$ cat src/rtl/booth_product_acc.sv
// booth_product_acc
//   Accumulates TERMS consecutive signed products from the booth_multi
//   multiplier into a signed ACC_W-bit sum, presents the result on a
//   registered valid/ready port, then clears for the next group.
//
// Parameters
//   Size  : operand width of the upstream multiplier (product is 2*Size bits)
//   ACC_W : accumulator / result width, ACC_W >= 2*Size
//   TERMS : products summed per result, TERMS >= 1
//
// Ports
//   clk        : clock, rising edge
//   rst_n      : synchronous active-low reset
//   in_valid   : in_product is valid
//   in_ready   : a product is accepted this cycle (high while accumulating)
//   in_product : signed 2*Size-bit product
//   out_valid  : out_sum / out_ovf hold a completed result
//   out_ready  : downstream consumes the result
//   out_sum    : signed accumulated sum
//   out_ovf    : sticky signed-overflow flag for the group
//
// Build option
//   BOOTH_ACC_SAT_EN : when defined, the accumulator clamps to the signed
//                      range on overflow; otherwise it wraps modulo 2^ACC_W.
module booth_product_acc #(
  parameter int Size  = 4,
  parameter int ACC_W = 16,
  parameter int TERMS = 4
) (
  input  logic                     clk,
  input  logic                     rst_n,
  input  logic                     in_valid,
  output logic                     in_ready,
  input  logic signed [2*Size-1:0] in_product,
  output logic                     out_valid,
  input  logic                     out_ready,
  output logic signed [ACC_W-1:0]  out_sum,
  output logic                     out_ovf
);

  localparam int PROD_W = 2 * Size;
  localparam int CNT_W  = (TERMS > 1) ? $clog2(TERMS) : 1;
  localparam logic [CNT_W-1:0] LAST_CNT = CNT_W'(TERMS - 1);

  typedef enum logic {
    ST_ACC  = 1'b0,
    ST_HOLD = 1'b1
  } state_t;

  state_t state, state_nxt;

  logic signed [ACC_W-1:0] acc_p0;
  logic [CNT_W-1:0]        cnt_p0;
  logic                    ovf_p0;
  logic signed [ACC_W-1:0] sum_p1;
  logic                    ovf_p1;
  logic                    vld_p1;

  logic                    in_fire;
  logic                    out_fire;
  logic                    last_term;
  logic signed [ACC_W:0]   prod_ext;
  logic signed [ACC_W:0]   acc_ext;
  logic signed [ACC_W:0]   sum_wide;
  logic                    add_ovf;
  logic signed [ACC_W-1:0] acc_nxt;
  logic                    ovf_nxt;

`ifdef BOOTH_ACC_SAT_EN
  // The MSB of the one-bit-wider sum is the true sign, so it selects the rail.
  function automatic logic signed [ACC_W-1:0] saturate(input logic signed [ACC_W:0] s);
    if (s[ACC_W] != s[ACC_W-1]) begin
      if (s[ACC_W]) begin
        saturate = {1'b1, {(ACC_W-1){1'b0}}};
      end else begin
        saturate = {1'b0, {(ACC_W-1){1'b1}}};
      end
    end else begin
      saturate = s[ACC_W-1:0];
    end
  endfunction
`endif

  assign vld_p1    = (state == ST_HOLD);
  assign in_ready  = (state == ST_ACC);
  assign out_valid = vld_p1;
  assign out_sum   = sum_p1;
  assign out_ovf   = ovf_p1;

  assign in_fire   = in_valid & (state == ST_ACC);
  assign out_fire  = out_ready & vld_p1;
  assign last_term = (cnt_p0 == LAST_CNT);

  // ---- stage p0: accumulate one product at ACC_W+1 bits ----
  assign prod_ext = {{(ACC_W + 1 - PROD_W){in_product[PROD_W-1]}}, in_product};
  assign acc_ext  = {acc_p0[ACC_W-1], acc_p0};
  assign sum_wide = acc_ext + prod_ext;
  assign add_ovf  = sum_wide[ACC_W] ^ sum_wide[ACC_W-1];
  assign ovf_nxt  = ovf_p0 | add_ovf;

  always_comb begin
    acc_nxt = sum_wide[ACC_W-1:0];
`ifdef BOOTH_ACC_SAT_EN
    acc_nxt = saturate(sum_wide);
`endif
  end

  always_comb begin
    state_nxt = state;
    case (state)
      ST_ACC:  if (in_fire && last_term) state_nxt = ST_HOLD;
      ST_HOLD: if (out_fire)             state_nxt = ST_ACC;
      default:                           state_nxt = ST_ACC;
    endcase
  end

  always_ff @(posedge clk) begin
    if (!rst_n) begin
      state <= ST_ACC;
    end else begin
      state <= state_nxt;
    end
  end

  // The counter holds at TERMS-1 on the final term and clears on the
  // output handshake, so it never leaves 0..TERMS-1.
  always_ff @(posedge clk) begin
    if (!rst_n) begin
      acc_p0 <= '0;
      cnt_p0 <= '0;
      ovf_p0 <= 1'b0;
      sum_p1 <= '0;
      ovf_p1 <= 1'b0;
    end else if (in_fire) begin
      acc_p0 <= acc_nxt;
      ovf_p0 <= ovf_nxt;
      if (last_term) begin
        // ---- stage p1: capture finished group for the output port ----
        sum_p1 <= acc_nxt;
        ovf_p1 <= ovf_nxt;
      end else begin
        cnt_p0 <= cnt_p0 + CNT_W'(1);
      end
    end else if (out_fire) begin
      acc_p0 <= '0;
      cnt_p0 <= '0;
      ovf_p0 <= 1'b0;
    end
  end

endmodule

$ cat config.mk
export PLATFORM = sky130hd
export DESIGN_NAME = booth_product_acc
export DESIGN_NICKNAME = d
export VERILOG_FILES = /design/src/rtl/booth_product_acc.sv
export SDC_FILE = /design/constraint.sdc
export NUM_CORES = 1
export LEC_CHECK = 0
export CAP_MARGIN = 30
export CORE_UTILIZATION = 45
export CTS_BUF_LIST = sky130_fd_sc_hd__clkbuf_4
export DETAILED_ROUTE_END_ITERATION = 16
export PLACE_DENSITY_LB_ADDON = 0.15
export SLEW_MARGIN = 20
export SYNTH_ARGS = -nofsm -noshare
export SYNTH_HDL_FRONTEND = slang
export SYNTH_SLANG_ARGS = --single-unit
$ cat constraint.sdc
create_clock -name clk -period 7.2 [get_ports clk]
set_clock_uncertainty 0.1 [all_clocks]
set_input_delay 1.44 -clock clk [delete_from_list [all_inputs] [get_ports clk]]
set_output_delay 1.44 -clock clk [all_outputs]
set_load 0.02 [all_outputs]
# After elaboration in Yosys (flattened, before gate mapping)
# Cells that the tools add are included.
[word_totals] output_inout_bits=19 elab_cells=29 regBits=37 in_bits=12
[classes] reduce_logical=4 bitwise_logic=5 mux=10 n_eq_ne=2 n_addsub=2
[ops] cell="2-to-1 mux 16 bit" count=2
[ops] cell="adder 16 x 8 -> 17 bit" count=1
[ops] cell="2-to-1 mux 2 bit" count=3
[ops] cell="2-to-1 mux 1 bit" count=4
[ops] cell="AND reduction 2 bit" count=2
[ops] cell="adder 2 x 1 -> 2 bit, second input constant" count=1
[ops] cell="bitwise AND 1 bit" count=2
[ops] cell="equality test 2 bit, second input constant" count=1
[ops] cell="inequality test 2 bit, second input constant" count=1
[ops] cell="case mux 1 bit (2 select lines)" count=1
[ops] cell="nonzero test 2 bit" count=1
[ops] cell="logical AND 1 bit" count=1
[ops] cell="inverter 1 bit" count=1
[ops] cell="bitwise OR 1 bit" count=1
[ops] cell="XOR 1 bit" count=1

# Depth between registers and ports, before layout
# Gate-level depths: netlist of the first run.
[depth] word_depth=5 depth_mapped=8 depth_no_buf=8

# Least setup slack after synthesis of the first run
# No wires, ideal clock.
[synth_path] path_kind="input port to flip-flop" startpoint="input in_product[0]" endpoint="register acc_p0[12]" t_arrival_ns=3.140 path_slack_ns=3.842 required_time_ns=6.983 path_stages=8 setup_time_ns=0.117 n_path_buf=0 cell_sequence="ha_1 > fa_1 > nand3_1 > a211oi_2 > o21ai_2 > a21oi_1 > or3_1 > a32o_1"
[synth_via] elab_chain_len=2
[synth_rtl] element="start, declared" line="34" rtl="input logic signed [2*Size-1:0] in_product,"
[synth_rtl] element="adder 16 x 8 -> 17 bit" line="97" rtl="assign sum_wide = acc_ext + prod_ext;"
[synth_rtl] element="2-to-1 mux 16 bit" line="134" rtl="end else if (in_fire) begin"
[synth_rtl] element="end signal, assigned" line="135" rtl="acc_p0 <= acc_nxt;"
[synth_rtl] element="end, declared" line="52" rtl="logic signed [ACC_W-1:0] acc_p0;"
# Every way passes these cells.
# A chain may end at the register's enable or synchronous reset.

# Worst setup path in the final report of the first run
[layout_path] startpoint="input in_product[7]" endpoint="register ovf_p0"
[layout_via] elab_chain_len=4
[layout_rtl] element="adder 16 x 8 -> 17 bit" line="97"
[layout_rtl] element="XOR 1 bit" line="98" rtl="assign add_ovf = sum_wide[ACC_W] ^ sum_wide[ACC_W-1];"
[layout_rtl] element="bitwise OR 1 bit" line="99" rtl="assign ovf_nxt = ovf_p0 | add_ovf;"
[layout_rtl] element="2-to-1 mux 1 bit" line="134"
[layout_rtl] element="end signal, assigned" line="136" rtl="ovf_p0 <= ovf_nxt;"
[layout_rtl] element="end, declared" line="54" rtl="logic ovf_p0;"
# Every way passes these cells.

==> flow_summary.toml, run 1 <==
[synth]
synth_top_family_by_area = "compound AO/OA/AOI/OAI gates"
ys_types = 52
synth_seq_area_share_pct = 32.83
synth_top_area_share_pct = 32.83
yosys_register_bits = 37
synthMuxAreaShare_pct = 1.331
synth_edf_count = 0
yosys.area_share.simple_pct = 22.07
syn-num-nets = 287
synthesis.instances = 257
synthesis.area_um2 = 2256
synth.area.top_cells = "dfxtp_1 (33%), ha_1 (9.4%), nand2_1 (5.0%)"
synth_xor_area_share_pct = 4.659
synth_compound_area_share_pct = 25.18
async_flop_share_pct = 0
yosysWarnings = 0
syn_avg_cell_area_um2 = 8.778
synth_top_cell_by_area = "dfxtp_1"
ys.flop_type = "dfxtp_1"
yosys.area_share.adder_pct = 10.32

[setup_path]
rr_startpoint = "acc_p0[0]"
critical_path_class = "in2reg"
worstPathMaxFanout = 9
cp.required_ns = 7.39
cp-end-kind = "register"
worstPathArrival_ns = 3.88
crit_path_start_kind = "input port"
startpoint = "in_product[7]"

[floorplan]
die-area_um2 = 5301
row_count = 25
start_util_pct = 47.14
core_um2 = 4786
die_h_um = 72.81
die_w_um = 72.81
io_pins = 31

[worst_hold_path]
hold_start = "acc_p0[13]"
worstHoldPathType = "reg2reg"

[layout]
area.growth.synth_to_final_pct = 17.42
fin_cells = 349
nets = 312
n_antenna_cell = 0
drive_gt1_share_pct = 8.156

[sta]
setup_viol = 0
max_freq_mhz = 270.8
hold_violations = 0
grt_setup_unrepaired = "false"
report.final.slew_viol_count = 0
period_share_pct = 51.29
finalCriticalPeriod_ns = 3.693
totalNegativeSetupSlack_ns = 0
slew_headroom_pct = 46.56
tightest_slew_ns = 0.8017

[drt]
drt_pre_antenna_iters = 5
drc = 0
num_vias = 1908
route.antenna.remaining_nets = 0
first_iter_violations = 88
post_drt_wl_per_cell_um = 14.61
vias_per_cell = 5.467
drt_wl_total_um = 5099

[clock_tree]
cts_root_buffer = "clkbuf_4"
numCtsBuffers = 5
ctsHoldBuffers = 0
clk_pin_slew_ns = 0.10
worstSkewPairLatency_ns = 0.35
cts_tree = "done"
post_cts_buffers = 0
cts_max_level = 2
cts_resized = 0
clockBufferDepth = 2
cts.sinks = 37

[global_route]
grtUsageTotal_pct = 20.86
globalRouteOverflowTotal = 0
grt_pass1_wl_um = 8383
antenna_found_initial = 0
grt_pass1_vias = 1716
grt_max_degree = 45

[pwr]
peakVddDrop_mv = 0.08577
p_leak_nw = 0.9999
totalPowerFinal_mw = 0.5085
power.density_nw_per_um2 = 192.0

[placement]
placed_cells = 342
gp_congestion = 1.047
io_buffers = 30
dp_hpwl_um = 3636

[flow_run]
cap_violations = 0

[outcome]
status = "complete, no violations"
## cell usage in the layout, fill, tap and decap left out, drive strengths merged, types with 9 or more instances in the layout
master / netlist / final
nand3: 13 / 13
ha: 17 / 17
nor2b: 12 / 12
clkdlybuf4s50: 0 / 30
dfxtp: 37 / 37
a21boi: 9 / 9
o21ai: 17 / 17
nor2: 9 / 9
a22oi: 9 / 9
nand2: 30 / 30
a21oi: 17 / 17
## worst paths after layout
kind | cells after the start | end | slack, ns
worst max-delay path | 8 | ovf_p0 | 3.51
worst min-delay path | 2 | acc_p0[13] | 0.36
worst max register to register | 8 | acc_p0[12] | 4.80
worst min register to register | 2 | acc_p0[13] | 0.36
## layer usage
metal | up-vias | global-route usage (%) | share of wire, %
met4 | 0 | 10.46 | 2.3
met5 | - | 0 | 0
met2 | 46 | 29.80 | 40
met3 | 10 | 3.177 | 4.8
li1 | 987 | - | -
met1 | 865 | 30.25 | 53
## power breakdown
| part | total, mW | switching (mW) | internal (mW) |
|---|---|---|---|
| registers | 0.228 | 0.00822 | 0.220 |
| clock network | 0.108 | 0.0685 | 0.0393 |
| logic | 0.173 | 0.0991 | 0.0737 |
## state kept, by name (all words and copies together), names as in the netlist
| signal | flops |
|---|---|
| out_valid | 1 |
| out_sum | 16 |
| ovf_p0 | 1 |
| out_ovf | 1 |
| cnt_p0 | 2 |
| acc_p0 | 16 |
## layout make-up
class	instances	area, um2
clock buffer	6	45.04
clock inverter	1	3.754
fill	472	2137
inverter	5	18.77
multi-input combinational	200	1434
sequential	37	740.7
tap	67	83.83
timing repair buffer	33	322.8
## per-stage QoR
stage	instance area (um2)	setup slack (ns)	utilization [%]	hold slack (ns)
floorplan	2256	3.842	-	0.3291
global placement	2600	3.205	54.33	0.3410
detailed placement	2600	3.181	54.33	0.3485
CTS	2649	3.546	55.35	0.3637
global route	2649	3.423	55.35	0.3849
finish	2649	3.507	55.35	0.3564
## cell usage after synthesis, types with 7 or more instances
master and number:
clkbuf_1 9, a22oi_1 9, a21oi_1 14, ha_1 17
nand3_1 13, nor2b_1 12, a21boi_0 8, nand2_1 30
o21ai_0 10, dfxtp_1 37, xnor2_1 7, nor2_1 9
## critical path: stages
cell and delay, ns:
clkdlybuf4s50_1 0.62, ha_1 0.46, a21oi_1 0.42, o21bai_4 0.11, a221oi_2 0.25, o221ai_2 0.17
or3_1 0.33, nand3_1 0.08
## cell families after synthesis
family	count (synthesis)
AND/OR/NAND/NOR	93
adder cells (fa/ha/maj)	18
flip-flops	37
buffers and inverters	20
AO/OA/AOI/OAI	74
XOR/XNOR	12
multiplexers	3
(Power assumes the default switching activity.)
==> inputs of run 2 (changes only) <==
==> constraint.sdc (replaced) <==
create_clock -name clk -period 3.3 [get_ports clk]
set_clock_uncertainty 0.1 [all_clocks]
set_input_delay 0.66 -clock clk [delete_from_list [all_inputs] [get_ports clk]]
set_output_delay 0.66 -clock clk [all_outputs]
set_load 0.02 [all_outputs]
==> flow_summary.toml, run 2 (synthesis gave the netlist of run 1 again) <==
[placement]
gp_congestion = 0.9757
io_buffers = 30
dp_hpwl_um = 3843
place_ws_ns = 0.1349

[clock_tree]
cts_resized = 0
cts_root_buffer = "clkbuf_4"
post_cts_buffers = 0
cts_tree = "done"
cts.sinks = 37
numCtsBuffers = 5
worstSkewPairLatency_ns = 0.34
ctsHoldBuffers = 0
clockBufferDepth = 2
cts_max_level = 2
clk_pin_slew_ns = 0.11

[setup_path]
cp-end-kind = "register"
rr_startpoint = "acc_p0[0]"
regToRegEndpoint = "acc_p0[12]"
worstPathMaxFanout = 9
crit_buf_inv = 1
worstPathArrival_ns = 2.92
critical_path_class = "in2reg"
cp.required_ns = 3.43
slowest_delay_ns = 0.60
regToRegSetupSlack_ns = 0.96
path_cells = "clkdlybuf4s50_1 -> ha_1 -> a21oi_1 -> o21a_1 -> or3b_1 -> o21ai_2 -> xnor2_1 -> o21ai_1"
reg2regPathDepth = 8
slowest_stage = "clkdlybuf4s50_1"
crit_family = "compound AO/OA/AOI/OAI gates"
crit_path_start_kind = "input port"

[drt]
drc = 0
route.antenna.remaining_nets = 0
drt_pre_antenna_iters = 4
drt_wl_total_um = 5081
num_vias = 1937
vias_per_cell = 5.426
post_drt_wl_per_cell_um = 14.23
first_iter_violations = 89

[pwr]
intPower_mw = 0.8160
peakVddDrop_mv = 0.2387
p_sw_share_pct = 32.37
power.density_nw_per_um2 = 441.2
p_clk_share_pct = 26.5
p_seq_share_pct = 41.3
p_leak_nw = 1.047
totalPowerFinal_mw = 1.207
power_switching_mw = 0.3906
combPwrFrac_pct = 32.2

[worst_hold_path]
min_to = "out_sum[11]"
hold_start = "out_sum[11]"
worstHoldPathType = "reg2reg"
hold_path_depth = 2

[sta]
grt_setup_unrepaired = "false"
tightest_slew_ns = 0.6753
totalNegativeSetupSlack_ns = 0
hold_violations = 0
slew_headroom_pct = 54.98
finalWorstSetupSlack_ns = 0.5097
report.final.slew_viol_count = 0
max_freq_mhz = 358.4
finalCriticalPeriod_ns = 2.790
setup_viol = 0
period_share_pct = 84.55

[floorplan]
die_h_um = 72.81
io_pins = 31
start_util_pct = 47.14
row_count = 25
die_w_um = 72.81
die-area_um2 = 5301
core_um2 = 4786

[flow_run]
cap_violations = 0

[layout]
multiInputGateArea_um2 = 1438
n_antenna_cell = 0
layout_commonest_cell = "dfxtp_1"
fillers = 460
nets = 319
drive_gt1_share_pct = 11.03
seqCellArea_um2 = 740.7
final_cell_mix = "dfxtp_1 (37), nand2_1 (30), clkdlybuf4s50_1 (30), ha_1 (17)"
area.growth.synth_to_final_pct = 21.24
post-route-util_pct = 57.15

[outcome]
status = "complete, no violations"

[global_route]
antenna_found_initial = 0
grt_pass1_vias = 1755
globalRouteOverflowTotal = 0
grt_max_degree = 28
grt_pass1_wl_um = 8424
grtUsageTotal_pct = 20.60
-- run 2: stage by stage --
stage | instances | hold WS [ns] | cell area (um2)
floorplan | 257 | 0.3291 | 2256
global placement | 349 | 0.3403 | 2653
detailed placement | 349 | 0.3450 | 2656
CTS | 357 | 0.3622 | 2735
global route | 357 | 0.3883 | 2735
finish | 357 | 0.3588 | 2735
-- run 2: routing by layer --
layer / track usage, % / share of wire, %
met1: 29.54 / 49
met2: 31.46 / 44
met3: 4.144 / 5.9
met4: 5.229 / 0.96
met5: 0 / 0
-- run 2: worst max path at each step --
stage / start / depth (start not counted) / end / slack (ns)
floorplan: in_product[0] / 8 / acc_p0[12] / 0.72
global placement: in_product[7] / 8 / out_sum[15] / 0.15
detailed placement: in_product[7] / 8 / acc_p0[12] / 0.13
CTS: in_product[7] / 8 / acc_p0[12] / 0.51
global route: in_product[7] / 8 / out_sum[15] / 0.39
finish: in_product[7] / 8 / out_sum[15] / 0.51
-- run 2: final cells by class --
class                      instances  share of cell area [%]
clock buffer                       6                   1.647
clock inverter                     2                   1.235
inverter                           5                  0.6862
multi-input combinational        200                   52.56
sequential                        37                   27.08
tap                               67                   3.065
timing repair buffer              40                   13.72
-- run 2: worst reg2reg max path, stage by stage, from the launching register on --
cell,delay (ns)
dfxtp_1,0.33
ha_1,0.23
fa_1,0.42
nand3_1,0.12
a211oi_2,0.09
o21ai_2,0.21
a21oi_1,0.14
or3_1,0.35
a32o_1,0.25
-- run 2: power by group through the flow --
stage,clock (mW),sequential (mW),combinational [mW]
finish,0.320,0.498,0.388
global route,0.351,0.502,0.431
CTS,0.332,0.498,0.388
detailed placement,0,0.508,0.385
global placement,0,0.507,0.384
floorplan,0,0.506,0.288
==> inputs of run 3 (changes only) <==
==> constraint.sdc (replaced) <==
create_clock -name clk -period 2.4 [get_ports clk]
set_clock_uncertainty 0.1 [all_clocks]
set_input_delay 0.48 -clock clk [delete_from_list [all_inputs] [get_ports clk]]
set_output_delay 0.48 -clock clk [all_outputs]
set_load 0.02 [all_outputs]
==> flow_summary.toml, run 3 (synthesis gave the netlist of run 1 again) <==
[floorplan]
row_count = 25
start_util_pct = 47.14
die_h_um = 72.81
die-area_um2 = 5301
io_pins = 31
core_um2 = 4786
die_w_um = 72.81

[setup_path]
cp.required_ns = 2.59
critical_path_class = "in2reg"
worstPathMaxFanout = 4
cp-end-kind = "register"
worstPathArrival_ns = 2.52
crit_path_start_kind = "input port"

[global_route]
antenna_found_initial = 0
grt_pass1_vias = 2016
grt_max_degree = 45
globalRouteOverflowTotal = 0
grt_pass1_wl_um = 9356
grtUsageTotal_pct = 23.22

[clock_tree]
cts.sinks = 37
clockBufferDepth = 2
clk_pin_slew_ns = 0.10
cts_root_buffer = "clkbuf_4"
numCtsBuffers = 5
worstSkewPairLatency_ns = 0.35
cts_max_level = 2
cts_tree = "done"

[drt]
drt_pre_antenna_iters = 4
vias_per_cell = 5.357
route.antenna.remaining_nets = 0
first_iter_violations = 78
drc = 0
post_drt_wl_per_cell_um = 14.51
drt_wl_total_um = 5732
num_vias = 2116

[sta]
finalWorstSetupSlack_ns = 0.06896
finalCriticalPeriod_ns = 2.331
hold_violations = 0
grt_setup_unrepaired = "true"
slew_headroom_pct = 78.35
tightest_slew_ns = 0.3248
setup_viol = 0
max_freq_mhz = 429.0
period_share_pct = 97.13
report.final.slew_viol_count = 0

[flow_run]
cap_violations = 0

[pwr]
p_leak_nw = 1.255
power.density_nw_per_um2 = 556.0
intPower_mw = 1.154
power_switching_mw = 0.5980
combPwrFrac_pct = 42.1
peakVddDrop_mv = 0.3797
p_clk_share_pct = 18.6
p_seq_share_pct = 39.3
p_sw_share_pct = 34.12

[layout]
stdcell_area_um2 = 3152
drive_gt1_share_pct = 26.52
nets = 358
final_cell_mix = "buf_4 (45), dfxtp_1 (37), nand2_1 (29), clkdlybuf4s50_1 (28)"
n_antenna_cell = 0
area.growth.synth_to_final_pct = 39.71
layout_commonest_cell = "buf_4"

[placement]
post_dp_cell_area_um2 = 2920
place_ws_ns = -0.4903
gp_congestion = 0.8681
dp_hpwl_um = 4088
io_buffers = 30

[outcome]
status = "complete, no violations"

[worst_hold_path]
worstHoldPathType = "reg2reg"
## run 3: cell count changes in the layout (fill, tap and decap cells not counted), sizes merged
cell	delta
dlymetal6s2s	+2
clkdlybuf4s50	-2
bufinv	-1
buf	+38
clkbuf	+1
## run 3: critical path, stage by stage
cell and delay [ns]:
clkdlybuf4s50_1 0.45, ha_4 0.31, o211ai_1 0.11, o21a_4 0.26, o221ai_4 0.21, a221oi_4 0.12
or4b_1 0.51, nand3_1 0.07
## run 3: routing by layer
layer / up-vias / part of all wire, % / routed length (um) / global-route usage (%)
met5: - / 0 / 0 / 0
met1: 998 / 50 / 2856 / 31.71
met3: 5 / 3.1 / 178 / 4.282
met4: 0 / 1.1 / 61 / 6.318
li1: 1081 / - / - / -
met2: 32 / 46 / 2635 / 37.59
## run 3: final timing paths
kind | startpoint | to | slack (ns) | cells past startpoint
worst max-delay path | in_product[4] | out_sum[13] | 0.07 | 8
worst min-delay path | out_sum[11] | out_sum[11] | 0.36 | 2
worst max register to register | acc_p0[1] | acc_p0[11] | 0.27 | 7
worst min register to register | out_sum[11] | out_sum[11] | 0.36 | 2
## run 3: cell type report
class	count	area [um2]
Fill cell	425	1634
Multi-Input combinational cell	200	1567
Sequential cell	37	740.7
Timing Repair Buffer	79	693.2
Tap cell	67	83.83
Clock buffer	6	45.04
Inverter	5	18.77
Clock inverter	1	3.754
## run 3: power groups by stage
stage | logic [mW] | registers, mW | clock network [mW]
floorplan | 0.396 | 0.696 | 0
global placement | 0.642 | 0.697 | 0
detailed placement | 0.647 | 0.699 | 0
CTS | 0.676 | 0.688 | 0.336
global route | 0.809 | 0.695 | 0.356
finish | 0.738 | 0.689 | 0.325
## run 3: repair_timing
action	CTS	global route
pin swaps	3	11
gates resized for setup	10	17
cloned	0	1
buffers inserted	1	3
setup endpoints to repair	6	13
hold buffers	0	0
## run 3: through the flow
stage | hold WS [ns] | util, % | setup TNS, ns | std cells | power (mW)
floorplan | 0.3291 | - | 0 | 257 | 1.092
global placement | 0.3417 | 61.02 | -5.465 | 383 | 1.339
detailed placement | 0.3442 | 61.02 | -5.768 | 383 | 1.347
CTS | 0.3591 | 63.37 | 0 | 391 | 1.700
global route | 0.3879 | 65.86 | -0.1563 | 395 | 1.860
finish | 0.3554 | 65.86 | 0 | 395 | 1.752
==> patch 1: new RTL, flow settings as in run 2 <==
Change the parameter `TERMS` from 4 to 2.
--- a/src/rtl/booth_product_acc.sv
+++ b/src/rtl/booth_product_acc.sv
@@ -25,7 +25,7 @@
 module booth_product_acc #(
   parameter int Size  = 4,
   parameter int ACC_W = 16,
-  parameter int TERMS = 4
+  parameter int TERMS = 2
 ) (
   input  logic                     clk,
   input  logic                     rst_n,
Check against the original RTL: not equivalent (Yosys sat finds a counterexample within 4 cycles, from zero or initial values and one cycle with rst_n low).
==> patch 1 against run 2 <==
Sequential cell count shrank 1; routed wire length shrank 2.2%; worst setup slack lost 130 ps; sequential share of layout area grew 0.45 points; synthesized area shrank 8.7%; final area shrank 4.3%; core utilization grew 2.6 points; total power grew 10%.
==> patch 1: results (changes against run 2) <==
* Hold path cells at 2 (unchanged)
* Global-route met3 utilization at 4.94% (was 4.14%)
* Non-clock buffers, area share at 17.8% (was 13.7%)
* Multi-input logic area at 1270 um2 (was 1440 um2)
* WL/cell at 14.4 um (was 14.2 um)
* Synth cell count leaders: dfxtp_1, nand2_1, a21oi_1 (was dfxtp_1, nand2_1, ha_1)
* Status: complete, no violations (unchanged)
* First-pass GRT wire length at 8350 um (was 8420 um)
* Total track usage at 21.6% (was 20.6%)
* Reg2reg setup slack at 780 ps (was 960 ps)
* Vias in the first global route at 1,777 (was 1,755)
* Pre-CTS WS at 38.7 ps (was 135 ps)
* Synth top area cells: dfxtp_1, ha_1, a21oi_1 (was dfxtp_1, ha_1, nand2_1)
* Largest net degree at the start of global routing at 24 (was 28)
* Count of cell types in the netlist at 41 (was 52)
* Hold Crit Start: acc_p0[7] (was out_sum[11])
* GRT met1 Usage at 29.0% (was 29.5%)
* Worst-margin pin slew at 638 ps (was 675 ps)
* Syn_nets at 274 (was 287)
* Maximum VDD drop at 0.000307 V (was 0.000239 V)
* Vias/cell at 5.65 (was 5.43)
* GP Congestion at 0.852 (was 0.976)
* Largest stage delay on the critical path at 410 ps (was 600 ps)
* Crit Reg-Reg Endpoint: acc_p0[10] (was acc_p0[12])
* Crit path DAT at 3060 ps (was 2920 ps)
* 1st-iter DRT viols at 106 (was 89)
* Layout cells sized above 1 at 13.0% (was 11.0%)
* Met3 WL at 320 um (was 301 um)
* Nets at 320 (was 319)
* Post-CTS sizing at 0 (unchanged)
* Pleak at 1.10 nW (was 1.05 nW)
* Buffers added on ports at 30 (unchanged)
* DP HPWL at 3570 um (was 3840 um)
* Hold Path End: acc_p0[7] (was out_sum[11])
* Invs w/o clock at 4 (was 5)
* Met1 wire length at 2300 um (was 2520 um)
* Sequential-to-total area share from yosys stat at 35.0% (was 32.8%)
* Register Area at 721 um2 (was 741 um2)
* Worst path slowest cell: fa_1 (was clkdlybuf4s50_1)
* TritonCTS Sinks at 36 (was 37)
* WL met2 at 2260 um (was 2210 um)
* GR Layer Usage met2 at 34.4% (was 31.5%)
* Max FO, Critical Path at 3 (was 9)
* Nonclk buf count at 52 (was 40)
* Filler cell count at 398 (was 460)
==> patch 1: power by group <==
part           leakage [nW]  total, mW  internal [mW]  switching [mW]
Sequential            0.295      0.508          0.481          0.0262
Clock                0.0456      0.324          0.167           0.157
Combinational         0.763      0.500          0.230           0.270
Total                  1.10       1.33          0.879           0.453
==> patch 1: cells by family after synthesis <==
logic type	share of synthesized area, %
muxes	0.972
buffers and inverters	3.34
adders and majority gates	10.7
xor gates and xnor gates	5.95
AOI/OAI and AO/OA	25.9
DFF	35.0
and+or+nand+nor	18.2
==> patch 1: worst max-delay path by stage <==
| stage | start | slack (ps) | cells after the start | endpoint |
|---|---|---|---|---|
| global route | in_product[0] | 240 | 9 | acc_p0[10] |
| CTS | in_product[0] | 410 | 9 | acc_p0[10] |
| finish | in_product[0] | 380 | 9 | acc_p0[10] |
| detailed placement | in_product[0] | 40 | 9 | acc_p0[10] |
| global placement | in_product[0] | 90 | 9 | acc_p0[10] |
| floorplan | in_product[0] | 540 | 8 | acc_p0[10] |
==> patch 1: critical path: cells and delay by family <==
family / cells / cell delay (ps)
AOI/OAI and AO/OA: 5 / 1190
adders and majority gates: 2 / 630
buffers and inverters: 1 / 400
xor gates and xnor gates: 1 / 180
==> patch 1: stage by stage <==
| stage | instance area (um2) | cells | total power [mW] | util (%) | hold slack [ps] |
|---|---|---|---|---|---|
| global placement | 2540 | 336 | 1.01 | 57.9 | 343 |
| CTS | 2620 | 344 | 1.34 | 59.7 | 366 |
| floorplan | 2060 | 245 | 0.843 | - | 329 |
| global route | 2620 | 344 | 1.41 | 59.7 | 390 |
| detailed placement | 2540 | 336 | 1.01 | 57.9 | 351 |
| finish | 2620 | 344 | 1.33 | 59.7 | 362 |
==> patch 2: new RTL, flow settings as in run 2 <==
Without the edit above. Put one more register stage on the output `out_ovf`, without a reset. The value now appears one clock later. The other outputs are not delayed to match.
--- a/src/rtl/booth_product_acc.sv
+++ b/src/rtl/booth_product_acc.sv
@@ -85,7 +85,9 @@
   assign in_ready  = (state == ST_ACC);
   assign out_valid = vld_p1;
   assign out_sum   = sum_p1;
-  assign out_ovf   = ovf_p1;
+  always_ff @(posedge clk) begin
+    out_ovf <= ovf_p1;
+  end
 
   assign in_fire   = in_valid & (state == ST_ACC);
   assign out_fire  = out_ready & vld_p1;
Function: same outputs for any inputs over 4 cycles, from zero or initial values and one cycle with rst_n low; that may be too few to reach the edited logic, so the function may still have changed.
==> patch 2 against run 2 <==
Sequential cell count grew 1; final area is essentially flat; combinational power grew 1%; worst setup slack lost 53 ps; synthesized area grew 0.89%; routed wire length grew 8.2%; total power shrank 5.2%; maximum frequency shrank 1.9%; critical path type unchanged; largest power group unchanged.
==> patch 2: results (changes against run 2) <==
* Status: complete, no violations (unchanged)
* Count of cell types in the netlist at 52 (unchanged)
* Clock transition at path regs at 110 ps (about the same)
* Async SR Flop Fraction at 0% (unchanged)
* GRT met1 Usage at 33.0% (was 29.5%)
* Post-CTS sizing at 0 (unchanged)
* DP HPWL at 4070 um (was 3840 um)
* GR Layer Usage met2 at 33.8% (was 31.5%)
* Largest net degree at the start of global routing at 18 (was 28)
* Post-Layout Cell Count at 359 (was 357)
* Maximum VDD drop at 0.000221 V (was 0.000239 V)
* Syn avg cell area at 8.82 um2 (was 8.78 um2)
* First-pass detailed-route iteration total at 4 (unchanged)
* WL/cell at 15.3 um (was 14.2 um)
* Synth top area cells: dfxtp_1, ha_1, nand2_1 (unchanged)
* Worst hold slack at 265 ps (was 359 ps)
* Pleak at 1.05 nW (about the same)
* Hold/Removal Path Class: flop to flop (unchanged)
* Ant diodes at 0 (unchanged)
* Syn_nets at 288 (was 287)
* Layout cells sized above 1 at 11.0% (about the same)
* Via count at 2,011 (was 1,937)
* Fin. Hold Viols at 0 (unchanged)
* GP Congestion at 0.854 (was 0.976)
* Vias in the first global route at 1,807 (was 1,755)
* Global-route met3 utilization at 4.14% (unchanged)
* Cts hold-fix bufs at 0 (unchanged)
* Nets at 321 (was 319)
* Sequential-to-total area share from yosys stat at 33.4% (was 32.8%)
* Clock Latency Late Sink at 340 ps (about the same)
* Placed Cells at 351 (was 349)
* Max_slew headroom at 59.0% (was 55.0%)
* Number of H-tree levels at 2 (unchanged)
* Synth warn at 0 (unchanged)
* Number of CTS-inserted buffers at 5 (unchanged)
* First-pass GRT wire length at 9140 um (was 8420 um)
* Root buf cell: clkbuf_4 (unchanged)
* Number of antenna violations at the first check in global routing at 0 (unchanged)
* Max FO, Critical Path at 9 (unchanged)
* Clock Tree Buf Depth at 2 (unchanged)
* Area post-placement at 2680 um2 (was 2660 um2)
* Synth cell count leaders: dfxtp_1, nand2_1, ha_1 (unchanged)
* 1st-iter DRT viols at 149 (was 89)
* Buffers added on ports at 30 (unchanged)
* Postcts setup bufs at 0 (unchanged)
* Total track usage at 22.7% (was 20.6%)
* Crit path DAT at 2980 ps (was 2920 ps)
==> patch 2: cell types whose count changed after synthesis, sizes merged <==
cell,before,now
dfxtp,37,38
==> patch 2: metal layers <==
metal	vias up	share of wire [%]
met3	7	3.1
li1	1007	-
met5	-	0
met1	960	51
met2	37	45
met4	0	1.2
==> patch 2: logic make-up after synthesis <==
| family | count (synthesis) | synth area share [%] |
|---|---|---|
| adders and majority gates | 18 | 10.2 |
| buffers and inverters | 20 | 3.57 |
| AOI/OAI and AO/OA | 74 | 25.0 |
| and+or+nand+nor | 93 | 21.9 |
| xor gates and xnor gates | 12 | 4.62 |
| muxes | 3 | 1.32 |
| DFF | 38 | 33.4 |
==> patch 2: area by class of cell <==
type | instances | area (um2)
clock inverter | 2 | 8.76
multi-input combinational | 200 | 1430
clock buffer | 6 | 45.0
tap | 67 | 83.8
sequential | 38 | 761
inverter | 5 | 18.8
fill | 439 | 2050
timing repair buffer | 41 | 383
==> patch 2: through the flow <==
stage	utilization, %	setup WS (ps)
2_1_floorplan	-	722
3_3_place_gp	56.0	155
3_5_place_dp	56.0	98.8
4_1_cts	57.1	469
5_1_grt	57.1	293
6_report	57.1	457
==> patch 2: worst paths after layout <==
kind | slack (ps) | cells past startpoint | end | from
setup reg to reg | 960 | 8 | acc_p0[12] | acc_p0[0]
setup / recovery | 460 | 8 | acc_p0[11] | in_product[7]
hold reg to reg | 270 | 0 | out_ovf | ovf_p1
hold / removal | 270 | 0 | out_ovf | ovf_p1
==> patch 2: worst max-delay path: stages <==
cell,delay [ps]
clkdlybuf4s50_1,630
ha_1,460
and2_1,240
o2111ai_1,130
a21oi_2,80
or4_1,510
a32oi_1,210
nor2b_1,60
==> patch 2: power breakdown <==
| part | switching [mW] | total (mW) | internal (mW) | leakage, nW |
|---|---|---|---|---|
| clock network | 0.152 | 0.241 | 0.0884 | 0.0331 |
| logic | 0.221 | 0.393 | 0.171 | 0.707 |
| registers | 0.0186 | 0.510 | 0.492 | 0.310 |
